===== config.mk =====
export PLATFORM = sky130hd
export DESIGN_NAME = hero_write_assembler
export DESIGN_NICKNAME = d
export VERILOG_FILES = /design/src/rtl/hero_write_assembler.sv
export SDC_FILE = /design/constraint.sdc
export NUM_CORES = 1
export LEC_CHECK = 0
export BUFFER_PORTS_ARGS = -buffer_cell sky130_fd_sc_hd__buf_4
export CAP_MARGIN = 20
export CORE_ASPECT_RATIO = 1.25
export CORE_MARGIN = 4
export CORE_UTILIZATION = 55
export DETAILED_ROUTE_END_ITERATION = 16
export PLACE_DENSITY = 0.8
export SYNTH_ARGS = -nofsm -noshare
export SYNTH_HDL_FRONTEND = slang
export SYNTH_SLANG_ARGS = --single-unit

===== constraint.sdc =====
create_clock -name clk -period 22.3 [get_ports clk]
set_clock_uncertainty 0.05 [all_clocks]
set_input_delay 3.345 -clock clk [delete_from_list [all_inputs] [get_ports clk]]
set_output_delay 3.345 -clock clk [all_outputs]
set_load 0.05 [all_outputs]

===== src/rtl/hero_write_assembler.sv =====
// hero_write_assembler
// ---------------------------------------------------------------------------
// Store-and-forward assembler for the hero write bus. Beats arriving on the
// hero bus (which has no backpressure) are buffered in a small flop array and
// only released downstream, over a valid/ready stream, once the whole
// transaction has been terminated by a DONE beat. Transactions that are
// malformed (illegal cycle type), too long, or that would overflow the
// buffer are discarded whole and reported on the err_* outputs.
//
// Ports
//   clk            clock
//   rst            asynchronous, active-high reset
//   in_cycle_type  hero cycle type: 0=IDLE, 1=VALID, 2=DONE, 3=illegal
//   in_wdat        hero write data
//   in_clk_en      beat qualifier; the beat is ignored when low
//   out_valid      a committed beat is available downstream
//   out_ready      downstream accepts the current beat
//   out_wdat       beat data
//   out_last       final beat of the transaction
//   out_beat_idx   beat index within the transaction, starting at 0
//   err_drop       one-cycle pulse: a transaction was discarded
//   err_code       cause of the latest drop: 1=too long, 2=overflow, 3=illegal
//   err_sticky     set on any drop, cleared by err_clr (a drop wins)
//   err_clr        clears err_sticky
// ---------------------------------------------------------------------------
module hero_write_assembler #(
   parameter int HERO_WIDTH = 36,
   parameter int DEPTH      = 16,
   parameter int MAX_BEATS  = 8
) (
   input  logic                         clk,
   input  logic                         rst,
   input  logic [1:0]                   in_cycle_type,
   input  logic [HERO_WIDTH-1:0]        in_wdat,
   input  logic                         in_clk_en,
   output logic                         out_valid,
   input  logic                         out_ready,
   output logic [HERO_WIDTH-1:0]        out_wdat,
   output logic                         out_last,
   output logic [$clog2(MAX_BEATS)-1:0] out_beat_idx,
   output logic                         err_drop,
   output logic [1:0]                   err_code,
   output logic                         err_sticky,
   input  logic                         err_clr
);

   localparam int AW = $clog2(DEPTH);
   localparam int PW = AW + 1;
   localparam int IW = $clog2(MAX_BEATS);
   localparam int LW = $clog2(MAX_BEATS + 1);

   localparam logic [PW-1:0] PTR_ONE   = PW'(1);
   localparam logic [PW-1:0] PTR_DEPTH = PW'(DEPTH);
   localparam logic [LW:0]   LEN_ONE   = (LW+1)'(1);
   localparam logic [LW:0]   LEN_LIMIT = (LW+1)'(MAX_BEATS);
   localparam logic [IW-1:0] IDX_ONE   = IW'(1);

   localparam logic [1:0] CT_IDLE    = 2'd0;
   localparam logic [1:0] CT_VALID   = 2'd1;
   localparam logic [1:0] CT_DONE    = 2'd2;
   localparam logic [1:0] CT_ILLEGAL = 2'd3;

   localparam logic [1:0] ERR_TOO_LONG = 2'd1;
   localparam logic [1:0] ERR_OVERFLOW = 2'd2;
   localparam logic [1:0] ERR_ILLEGAL  = 2'd3;

   typedef enum logic [1:0] {
      ST_IDLE,
      ST_COLLECT,
      ST_DROP
   } state_t;

   state_t                state;
   logic [PW-1:0]         wr_ptr;
   logic [PW-1:0]         commit_ptr;
   logic [PW-1:0]         rd_ptr;
   logic [LW-1:0]         len;

   logic [HERO_WIDTH:0]   mem [DEPTH];
   logic [HERO_WIDTH:0]   rd_entry;

   logic                  beat_acc;
   logic                  is_valid;
   logic                  is_done;
   logic                  is_illegal;
   logic                  checking;
   logic                  too_long;
   logic                  buf_full;
   logic                  drop_now;
   logic                  write_now;
   logic                  commit_now;
   logic                  pop;
   logic [1:0]            drop_code;
   logic [PW-1:0]         occupancy;
   logic [LW:0]           len_inc;
   logic [PW-1:0]         rd_ptr_nxt;
   logic [PW-1:0]         commit_ptr_nxt;

   // The head entry is read straight out of the array. Because a push is
   // refused whenever the buffer is full, the slot under rd_ptr can never be
   // overwritten while it is being presented, so the outputs hold steady
   // during a stall without needing a separate output register.
   assign rd_entry = mem[rd_ptr[AW-1:0]];
   assign out_wdat = rd_entry[HERO_WIDTH-1:0];
   assign out_last = rd_entry[HERO_WIDTH];

   // Decode the incoming beat and decide what happens to it this cycle.
   // Occupancy counts uncommitted beats too and uses the pointer values from
   // before any pop, so a pop in the same cycle never makes room for a push.
   // The drop causes are prioritised illegal > too long > overflow; while in
   // DROP no checks are made, the beat simply gets swallowed.
   always_comb begin
      beat_acc       = in_clk_en && (in_cycle_type != CT_IDLE);
      is_valid       = in_cycle_type == CT_VALID;
      is_done        = in_cycle_type == CT_DONE;
      is_illegal     = in_cycle_type == CT_ILLEGAL;
      checking       = beat_acc && (state != ST_DROP);
      occupancy      = wr_ptr - rd_ptr;
      buf_full       = occupancy == PTR_DEPTH;
      len_inc        = {1'b0, len} + LEN_ONE;
      too_long       = len_inc > LEN_LIMIT;
      drop_now       = checking && (is_illegal || too_long || buf_full);
      write_now      = checking && !drop_now;
      commit_now     = write_now && is_done;
      pop            = out_valid && out_ready;
      rd_ptr_nxt     = pop ? rd_ptr + PTR_ONE : rd_ptr;
      commit_ptr_nxt = commit_now ? wr_ptr + PTR_ONE : commit_ptr;
      drop_code      = ERR_OVERFLOW;
      if (is_illegal) begin
         drop_code = ERR_ILLEGAL;
      end else if (too_long) begin
         drop_code = ERR_TOO_LONG;
      end
   end

   // Input FSM and write side pointers. A drop rewinds wr_ptr to the last
   // commit point so the partial transaction vanishes; a VALID drop then
   // waits in DROP for the terminating DONE/illegal beat, while a DONE or
   // illegal drop is already the end of the transaction. A DONE from IDLE is
   // a complete single-beat transaction and commits immediately.
   always_ff @(posedge clk or posedge rst) begin
      if (rst) begin
         state      <= ST_IDLE;
         wr_ptr     <= '0;
         commit_ptr <= '0;
         len        <= '0;
      end else begin
         commit_ptr <= commit_ptr_nxt;
         if (drop_now) begin
            wr_ptr <= commit_ptr;
            len    <= '0;
            state  <= is_valid ? ST_DROP : ST_IDLE;
         end else if (write_now) begin
            wr_ptr <= wr_ptr + PTR_ONE;
            if (is_done) begin
               len   <= '0;
               state <= ST_IDLE;
            end else begin
               len   <= len_inc[LW-1:0];
               state <= ST_COLLECT;
            end
         end else if ((state == ST_DROP) && beat_acc && (is_done || is_illegal)) begin
            state <= ST_IDLE;
         end
      end
   end

   // Beat storage. The extra top bit marks the DONE beat so the read side
   // knows where each transaction ends without any length bookkeeping.
   always_ff @(posedge clk) begin
      if (write_now) begin
         mem[wr_ptr[AW-1:0]] <= {is_done, in_wdat};
      end
   end

   // Read side. out_valid is registered but computed from the next-state
   // pointers, so a commit shows up the cycle right after DONE is sampled and
   // a pop of the last committed beat drops valid without a stale extra
   // cycle. Commit and pop in the same cycle both take effect, which lets
   // back-to-back transactions stream without bubbles.
   always_ff @(posedge clk or posedge rst) begin
      if (rst) begin
         rd_ptr       <= '0;
         out_valid    <= 1'b0;
         out_beat_idx <= '0;
      end else begin
         rd_ptr    <= rd_ptr_nxt;
         out_valid <= rd_ptr_nxt != commit_ptr_nxt;
         if (pop) begin
            out_beat_idx <= out_last ? '0 : out_beat_idx + IDX_ONE;
         end
      end
   end

   // Error reporting. err_drop pulses for one cycle after the offending beat,
   // err_code remembers the latest cause until the next drop, and err_sticky
   // latches until software clears it; a drop in the clearing cycle wins.
   always_ff @(posedge clk or posedge rst) begin
      if (rst) begin
         err_drop   <= 1'b0;
         err_code   <= '0;
         err_sticky <= 1'b0;
      end else begin
         err_drop <= drop_now;
         if (drop_now) begin
            err_code   <= drop_code;
            err_sticky <= 1'b1;
         end else if (err_clr) begin
            err_sticky <= 1'b0;
         end
      end
   end

endmodule


== Yosys cells after proc, flatten, opt, wreduce, memory -nomap -nowiden ==
Memories as Yosys holds them, arrays and structs flattened.
Cells that the tools add are included.
W data, S select, Z words.
Cells by class
  add/sub/neg operators: 5
  $lt $le $gt $ge: 1
  equal/unequal tests: 7
  muxes and demuxes: 19
  reduce and logical (&&, ||, !) cells: 16
Operators with widths (count)
  $mux W5: 4
  $mux W2: 6
  $mux W4: 3
  $add A5 B1 Y5 const B: 2
  $logic_and A1 B1 Y1: 8
  $eq A2 B2 Y1 const B: 3
  $reduce_bool A2 Y1: 3
  $add A4 B1 Y5 const B: 1
  $eq A5 B5 Y1 const B: 1
  $gt A5 B4 Y1 const B: 1
  $mux W1: 5
  $ne A5 B5 Y1: 1
  $sub A5 B5 Y5: 1
  $add A3 B1 Y3 const B: 1
  $logic_or A1 B1 Y1: 3
  $mux W3: 1
  $reduce_bool A3 Y1: 1
  $eq A2 B1 Y1 const B: 1
  $ne A2 B2 Y1 const B: 1
  $logic_not A1 Y1: 1
Storage, ports and cells
  bits in registers: 29
  bits in writable memories: 592
  bits of input ports: 43
  word-level logic and storage cells: 59
  memories: 1
Memory list
  mem: words 16, width 37, read ports 1, clocked after Yosys merged registers in 0, wr ports 1, RTL line 79  | logic [HERO_WIDTH:0] mem [DEPTH];

== Longest topological paths before layout ==
Gate-level depths: netlist (run 1).
  word-level depth: 10
  mapped depth: 15
  depth with buffers taken out: 9

== Least setup slack after synthesis (run 1) ==
Ideal clock, no wire load.
  kind: input-to-reg
  start: input port in_cycle_type[1]
  end: memory mem[0][0] (netlist bit) (enable)
  data arrival time: 7.572 ns
  required time: 21.726 ns
  setup slack: 14.154 ns
  stages on the path: 5
  buffers on the path: 1
  path through: o21ai_0 -> nor2b_1 -> clkbuf_1 -> nand2_1 -> nor4_1
Between the ends
  cells in the longest elaborated chain, start to end: 8
  elaborated cells between the ends (all ways): 11
RTL lines
  start, declared: RTL line 33  | input logic [1:0] in_cycle_type,
  $eq A2 B2 Y1 / $reduce_bool A2 Y1 (equally long branches): RTL line 116, 113
  $logic_or A1 B1 Y1 / $logic_and A1 B1 Y1 (equally long branches): RTL line 122, 113
  $logic_or A1 B1 Y1 / $logic_and A1 B1 Y1 (equally long branches): RTL line 122, 117
  $logic_and A1 B1 Y1: RTL line 122  | drop_now = checking && (is_illegal || too_long || buf_full);
  $logic_not A1 Y1: RTL line 123  | write_now = checking && !drop_now;
  $logic_and A1 B1 Y1 (*): RTL line 123
  $mux W1 (*): RTL line 171  | if (write_now) begin
  $mux W1 (not written as such) (*): RTL line 172  | mem[wr_ptr[AW-1:0]] <= {is_done, in_wdat};
  end, declared: RTL line 79
Every way passes the cells marked *; elsewhere a longest branch is shown, timed or not.

== Worst setup path after layout (run 1) ==
  start: register rd_ptr[0]
  end: output port out_wdat[6]
Between the ends
  cells in the longest elaborated chain, start to end: 1
RTL lines
  start, declared: RTL line 76  | logic [PW-1:0] rd_ptr;
  start signal, assigned: RTL line 187  | rd_ptr <= rd_ptr_nxt;
  $mem_v2 Z16 W37
  end, declared: RTL line 38  | output logic [HERO_WIDTH-1:0] out_wdat,
Every way passes these cells.

==> results of run 1 <==
[placed cells by master, fill, tap and decap left out, types with 3 or more instances in the layout]
master / count
nor4_2: 4
clkbuf_1: 9
nor3_1: 10
mux4_2: 185
clkbuf_16: 57
nor2_4: 5
nand3_1: 6
clkinv_2: 9
bufinv_16: 9
a21oi_1: 9
xor2_1: 5
o21ai_1: 7
o22ai_1: 3
buf_4: 112
and2_2: 4
edfxtp_1: 592
dfrtp_1: 26
clkinv_1: 12
xnor2_1: 7
mux2_2: 6
inv_1: 14
nor3_2: 3
clkinvlp_4: 3
nand2_1: 19
ha_1: 12
a31oi_1: 5
nand2b_1: 3
nor2_1: 8
o21ai_0: 9
[layout make-up]
cell class                      count  area (um2)
Multi-Input combinational cell    339        5300
Fill cell                        2718       15800
Clock buffer                       66        1460
Antenna cell                        2        5.00
Inverter                           15        56.3
Clock inverter                     34         392
Tap cell                          565         707
Timing Repair Buffer              113         868
Sequential cell                   621       18500
[synth_stat cells (all sizes together) (2+ instances only)]
library cell	instances	area, um2
nand2b	3	18.8
clkbuf	35	141
nand3	6	30.0
mux4	185	4170
nor3b	2	20.0
and2	4	25.0
and3	3	21.3
a31oi	5	31.3
dfrtp	29	726
edfxtp	592	17800
o21ai	16	80.1
xor2	5	43.8
xnor2	7	61.3
mux2	6	67.6
nor3	13	65.1
nand3b	2	15.0
o31ai	2	28.8
o22ai	3	18.8
nor2b	3	18.8
nand2	19	71.3
nor2	14	55.1
nor4	4	25.0
buf	15	73.8
a21oi	9	45.0
inv	15	56.3
ha	12	150
[metal layers]
metal	part of all wire	vias up
met2	0.54	584
li1	-	4595
met4	0.026	2
met1	0.36	6053
met3	0.075	94
met5	0.00024	-
[how the worst min path moves through the flow]
| stage | startpoint | slack (ns) | endpoint |
|---|---|---|---|
| CTS | out_beat_idx[2] | 0.44 | out_beat_idx[2] |
| global route | out_beat_idx[2] | 0.47 | out_beat_idx[2] |
| floorplan | len[2] | 0.41 | len[2] |
| finish | out_beat_idx[2] | 0.43 | out_beat_idx[2] |
| global placement | state[0] | 0.43 | state[0] |
| detailed placement | out_beat_idx[2] | 0.43 | out_beat_idx[2] |
[sequential cells by signal (all words and copies together) (netlist names), 2 cells and up]
register	cells
rd_ptr	5
mem	592
len	4
wr_ptr	5
err_code	2
out_beat_idx	3
commit_ptr	5
state	2
[cell families after synthesis]
family                   after synthesis
AO/OA/AOI/OAI                         43
adder cells (fa/ha/maj)               12
flip-flops                           621
XOR/XNOR                              13
multiplexers                         192
buffers and inverters                 65
AND/OR/NAND/NOR                       79
[stage by stage]
| stage | power (mW) | worst slack (ns) |
|---|---|---|
| 6_report | 3.64 | 14.61 |
| 5_1_grt | 3.78 | 14.27 |
| 4_1_cts | 3.67 | 14.43 |
| 3_5_place_dp | 2.68 | 15.10 |
| 3_3_place_gp | 2.65 | 15.20 |
| 2_1_floorplan | 2.35 | 14.15 |
[power by group through the flow]
stage / logic (mW) / registers (mW) / clock network (mW)
after detailed placement: 1.21 / 1.47 / 0
after floorplan: 0.922 / 1.43 / 0
after global routing: 1.29 / 1.45 / 1.04
after CTS: 1.24 / 1.45 / 0.986
final: 1.22 / 1.44 / 0.974
after global placement: 1.19 / 1.46 / 0
[critical path: stages (launching register included)]
cell	delay (ns)
dfrtp_4	0.75
buf_4	0.76
buf_4	0.76
mux4_2	0.61
mux4_2	0.54
buf_4	0.22
==> results.toml, run 1 <==
[status]
status = "finished, final reports clean"

[synthesis]
synth-async-reset-ratio = 0.0467
synth_adder_area_share = 0.00626
synth_xor_area_frac = 0.00532
synth_area_um2 = 24000
synthSimpleGateAreaFrac = 0.0173
synth_top_family_by_area = "multiplexers"
ys.warnings.count = 0
ys_seq_area_frac = 0.771
synth_nets = 1080
synth_edf_count = 592
synth.area.mux_share = 0.177
syn_avg_cell_area_um2 = 23.4
syn_inst = 1025
synth-seq-cells = 621
synthFlopType = "edfxtp_1"
yosys.cell_types.count = 50
synth-compound-area-share = 0.0116

[route]
route.vias.total = 11300
drt-wirelength-per-cell_um = 30.8
first_pass_iters = 7
drc_errors = 0
routed_via_density = 6.45
drt_iter0_drc = 1522
routed_wirelength_um = 54100
antenna_left = 0

[global_route]
grtUsageTotal = 0.232
use_met1 = 0.312
grt_pass1_vias = 11800
grt_pass1_wl_um = 79700
grt-ovfl-total = 0
grt_max_degree = 73
use_met2 = 0.405
grt_use_met3 = 0.0341
busiest_layer = "met2"
antenna_found_initial = 2

[critical_path]
crit_fanout = 41
endpoint = "out_wdat[6]"
reg2reg_setup_slack_ns = 16.55
crit_arrival_ns = 4.30
r2r-end = "mem[10][7]"
critPathKind = "flop to output pin"
r2r-start = "rd_ptr[3]"
reg2reg_depth = 11
required_ns = 18.91
cp-start-kind = "flop"
cp-end-kind = "output pin"
crit_path_start = "rd_ptr[0]"

[clocking]
htreeDepth = 2
cts_resized = 0
cts_num_sinks = 621
cts_buffers = 55
tritoncts = "yes"
cts_root_buffer = "clkbuf_16"
clk-insertion-delay-late_ns = 0.58
cts_setup_buffers = 0
clk_pin_slew_ns = 0.06
cts_buffer_depth = 3
cts_hold_buf = 0

[pwr]
p_clk_frac = 0.268
power.share.sequential = 0.397
power_density_nw_per_um2 = 133
p_leak_nw = 8.78
intPower_mw = 2.45
netSwitchingPower_mw = 1.19
combPwrFrac = 0.336
ir_worst_vdd_v = 0.0000953
swShare = 0.328

[place]
place_area_um2 = 25400
portBuffers = 87
place_congestion = 0.747
place_hpwl_um = 26100
placed_cells = 1652

[hold_path]
holdPathStages = 1
hp-class = "flop to flop"

[floorplan]
fp.dieArea_um2 = 47000
die_w_um = 195
dieHeight_um = 241
rows = 85
ios = 88
initial_core_util = 0.557
core_area_um2 = 43100

[timing]
period_needed_ns = 7.69
fmax_mhz = 130
period_share = 0.345
hold_viol = 0
final_max_slew_viol_count = 0
max_slew_margin = 0.301
hold_ws_ns = 0.432
setup_tns_ns = 0
rsz0062_at_grt = "no"
setup_violations = 0
worstMarginPinSlew_ns = 1.05

[finish]
nets = 1200
fin_cells = 1755
design_area_um2 = 27300
utilization = 0.634
syn_to_final_growth_pct = 13.8
drive_gt1_frac = 0.346

[flow_run]
maxCapViolCount = 0
No activity file was read; power rests on OpenSTA's default activity.
==> run 2, diff against run 1 <==
Clock period 22.3 ns to 7.3 ns, I/O delays scaled along.
==> results.toml, run 2 (synthesized netlist as in run 1, its figures left out) <==
[global_route]
grt_pass1_wl_um = 78000
grtUsageTotal = 0.223
antenna_found_initial = 2
grt_pass1_vias = 11900
grt-ovfl-total = 0
grt_max_degree = 93

[critical_path]
cp.buffers_inverters = 3
required_ns = 6.15
cpMaxStageDelayCell = "buf_4"
critPathKind = "flop to output pin"
reg2reg_depth = 11
reg2reg_setup_slack_ns = 2.30
cp-start-kind = "flop"
path_cells = "buf_4 -> buf_4 -> mux4_2 -> mux4_2 -> buf_4"
crit_arrival_ns = 4.22
cpPeakStageDelay_ns = 0.89
r2r-end = "mem[5][24]"
worst_path_most_repeated_cell = "buf_4"
crit_fanout = 67
cp-end-kind = "output pin"
critical-path-top-delay-family = "buffers and inverters"
r2r-start = "rd_ptr[2]"
crit_path_start = "rd_ptr[1]"

[route]
routed_via_density = 6.34
first_pass_iters = 7
route.vias.total = 11200
antenna_left = 0
drt_iter0_drc = 1311
routed_wirelength_um = 52300
drc_errors = 0
drt-wirelength-per-cell_um = 29.7

[finish]
nets = 1206
syn_to_final_growth_pct = 13.4
drive_gt1_frac = 0.339
fin_cells = 1760
largest_reg_flops = 592
final_cell_mix = "edfxtp_1 (592), mux4_2 (185), buf_4 (113)"
layout_commonest_cell = "edfxtp_1"

[floorplan]
fp.dieArea_um2 = 47000
die_w_um = 195
initial_core_util = 0.557
ios = 88
rows = 85
core_area_um2 = 43100
dieHeight_um = 241

[clocking]
cts_hold_buf = 0
cts_buffers = 56
cts_root_buffer = "clkbuf_16"
clk-insertion-delay-late_ns = 0.59
cts_setup_buffers = 0
cts_buffer_depth = 3
tritoncts = "yes"
clk_pin_slew_ns = 0.06
htreeDepth = 2
cts_num_sinks = 621
cts_resized = 0

[timing]
hold_ws_ns = 0.456
worstMarginPinSlew_ns = 0.991
final_max_slew_viol_count = 0
period_share = 0.735
fmax_mhz = 186
setup_tns_ns = 0
setup_violations = 0
hold_viol = 0
rsz0062_at_grt = "no"
period_needed_ns = 5.37
max_slew_margin = 0.340
worst_slack_ns = 1.93

[flow_run]
maxCapViolCount = 0

[status]
status = "finished, final reports clean"

[pwr]
ir_worst_vdd_v = 0.000259
p_leak_nw = 8.73
power_density_nw_per_um2 = 399
power.total_mw = 10.9

[place]
placed_cells = 1654
pre_cts_ws_ns = 2.28
place_congestion = 0.761
place_hpwl_um = 27400
portBuffers = 87

[hold_path]
hold_start = "len[2]"
hold_path_end = "len[2]"
hp-class = "flop to flop"
holdPathStages = 1
## run 2: cell count changes in the layout (fill, tap and decap cells not counted), moves of 2 or more
| cell | before | now |
|---|---|---|
| clkbuf_1 | 9 | 21 |
| bufinv_16 | 9 | 2 |
| buf_12 | 0 | 4 |
| clkinv_2 | 9 | 5 |
| inv_6 | 0 | 2 |
## run 2: power by group
group          switching (mW)  internal [mW]  total (mW)
combinational            2.19           1.57        3.76
sequential              0.180           4.17        4.35
clock                    1.26           1.49        2.76
total                    3.63           7.23        10.9
## run 2: worst max path at each step
stage,to,slack [ns],cells past startpoint
after floorplan,mem[0][0],0.17,12
after global placement,mem[9][20],2.46,10
after detailed placement,mem[11][22],2.28,10
after CTS,out_wdat[0],1.89,5
after global routing,out_wdat[0],1.80,5
final,out_wdat[0],1.93,5
## run 2: area by class of cell
type / count / area (um2)
inverter: 15 / 56.3
timing repair buffer: 118 / 956
tap: 565 / 707
clock buffer: 77 / 1480
clock inverter: 24 / 198
fill: 2753 / 15900
sequential: 621 / 18500
antenna: 1 / 2.50
multi-input combinational: 339 / 5300
## run 2: per-stage QoR
step / instance area (um2) / utilization
5_1_grt: 27200 / 0.632
4_1_cts: 27100 / 0.630
6_report: 27200 / 0.632
3_3_place_gp: 25400 / 0.591
3_5_place_dp: 25400 / 0.591
2_1_floorplan: 24000 / -
## run 2: routing by layer
layer  track usage  vias to the layer above  share of wire
met1         0.289                     5918           0.37
li1              -                     4614              -
met2         0.396                      527           0.54
met4        0.0681                        2          0.027
met3        0.0391                       97          0.072
met5             0                        -        0.00025
==> run 3, diff against run 2 <==
Clock period 7.3 ns to 5.55 ns, I/O delays scaled along.
==> results.toml, run 3 (synthesized netlist as in run 1, its figures left out) <==
[clocking]
cts_setup_buffers = 0
clk-insertion-delay-late_ns = 0.57
cts_root_buffer = "clkbuf_16"
cts_num_sinks = 621
cts_resized = 0
htreeDepth = 2
clk_pin_slew_ns = 0.06
tritoncts = "yes"
cts_hold_buf = 0
cts_buffers = 54
cts_buffer_depth = 3

[critical_path]
cp.depth = 9
reg2reg_setup_slack_ns = 0.99
crit_arrival_ns = 4.78
cpMaxStageDelayCell = "dfrtp_1"
path_cells = "ha_1 -> xnor3_1 -> and4_1 -> o2111a_2 -> nor3b_2 -> nand2_1 -> nor3b_1 -> and2_2 -> buf_4"
cp.buffers_inverters = 1
critPathKind = "flop to flop"
cp-start-kind = "flop"
cp-end-kind = "flop"
required_ns = 5.77
reg2reg_depth = 9
crit_fanout = 14
critical-path-top-delay-family = "simple AND/OR/NAND/NOR gates"
cpPeakStageDelay_ns = 0.73

[status]
status = "finished, final reports clean"

[route]
drt_iter0_drc = 1166
drt-wirelength-per-cell_um = 29.1
first_pass_iters = 5
antenna_left = 0
routed_via_density = 6.33
routed_wirelength_um = 51000
drc_errors = 0
route.vias.total = 11100

[finish]
final_cell_mix = "edfxtp_1 (592), mux4_2 (185), buf_4 (115)"
design_area_um2 = 27200
layout_commonest_cell = "edfxtp_1"
largest_reg_flops = 592
n_fill_cell = 2707
drive_gt1_frac = 0.339
nets = 1205
diodes = 0
utilization = 0.631
syn_to_final_growth_pct = 13.3

[floorplan]
ios = 88
fp.dieArea_um2 = 47000
core_area_um2 = 43100
die_w_um = 195
dieHeight_um = 241
rows = 85
initial_core_util = 0.557

[place]
place_hpwl_um = 27200
portBuffers = 87
place_area_um2 = 25600
pre_cts_ws_ns = 1.07
place_congestion = 0.815

[global_route]
grt_max_degree = 152
grt_pass1_wl_um = 77100
antenna_found_initial = 3
grt-ovfl-total = 0
grtUsageTotal = 0.220
grt_pass1_vias = 11900

[pwr]
swShare = 0.332
power.share.sequential = 0.400
netSwitchingPower_mw = 4.71
ir_worst_vdd_v = 0.000600
power_density_nw_per_um2 = 522
combPwrFrac = 0.354
intPower_mw = 9.47
p_clk_frac = 0.247
p_leak_nw = 8.72

[flow_run]
maxCapViolCount = 0

[timing]
period_share = 0.822
period_needed_ns = 4.56
final_max_slew_viol_count = 0
setup_violations = 0
max_slew_margin = 0.322
hold_viol = 0
rsz0062_at_grt = "no"
hold_ws_ns = 0.322
worst_slack_ns = 0.989
worstMarginPinSlew_ns = 1.02
setup_tns_ns = 0
fmax_mhz = 219

[hold_path]
hp-class = "primary input to asynchronous set/reset pin"
## run 3: area by class of cell
cell class	count	area (um2)	share of cell area
clock buffers	68	1440	0.0528
well taps	565	707	0.0260
inverters	15	56.3	0.00207
repair buffers	119	951	0.0350
clock inverters	28	175	0.00645
flip-flops and latches	621	18500	0.681
multi-input cells	339	5330	0.196
## run 3: worst paths after layout
kind	from	end
hold / removal	rst	rd_ptr[3]
setup reg to reg	wr_ptr[3]	mem[10][22]
max in group asynchronous	rst	wr_ptr[1]
hold reg to reg	len[2]	len[2]
min in group clk	err_clr	err_sticky
setup / recovery	wr_ptr[3]	mem[10][22]
## run 3: metal layers
layer,track usage,share of wire,vias up
li1,-,-,4597
met1,0.292,0.37,5869
met2,0.380,0.53,551
met3,0.0405,0.071,93
met4,0.0690,0.030,6
met5,0,0.00080,-
## run 3: power by group through the flow
| stage | combinational, mW | clock [mW] | sequential (mW) |
|---|---|---|---|
| 2_1_floorplan | 3.71 | 0 | 5.73 |
| 3_3_place_gp | 4.99 | 0 | 5.73 |
| 4_1_cts | 5.09 | 3.56 | 5.67 |
| 3_5_place_dp | 5.04 | 0 | 5.75 |
| 6_report | 5.02 | 3.50 | 5.67 |
| 5_1_grt | 5.31 | 3.76 | 5.69 |
## run 3: metrics by stage
step / std cells / total power, mW
CTS: 1755 / 14.3
detailed placement: 1659 / 10.8
finish: 1755 / 14.2
floorplan: 1025 / 9.44
global placement: 1658 / 10.7
global route: 1755 / 14.8
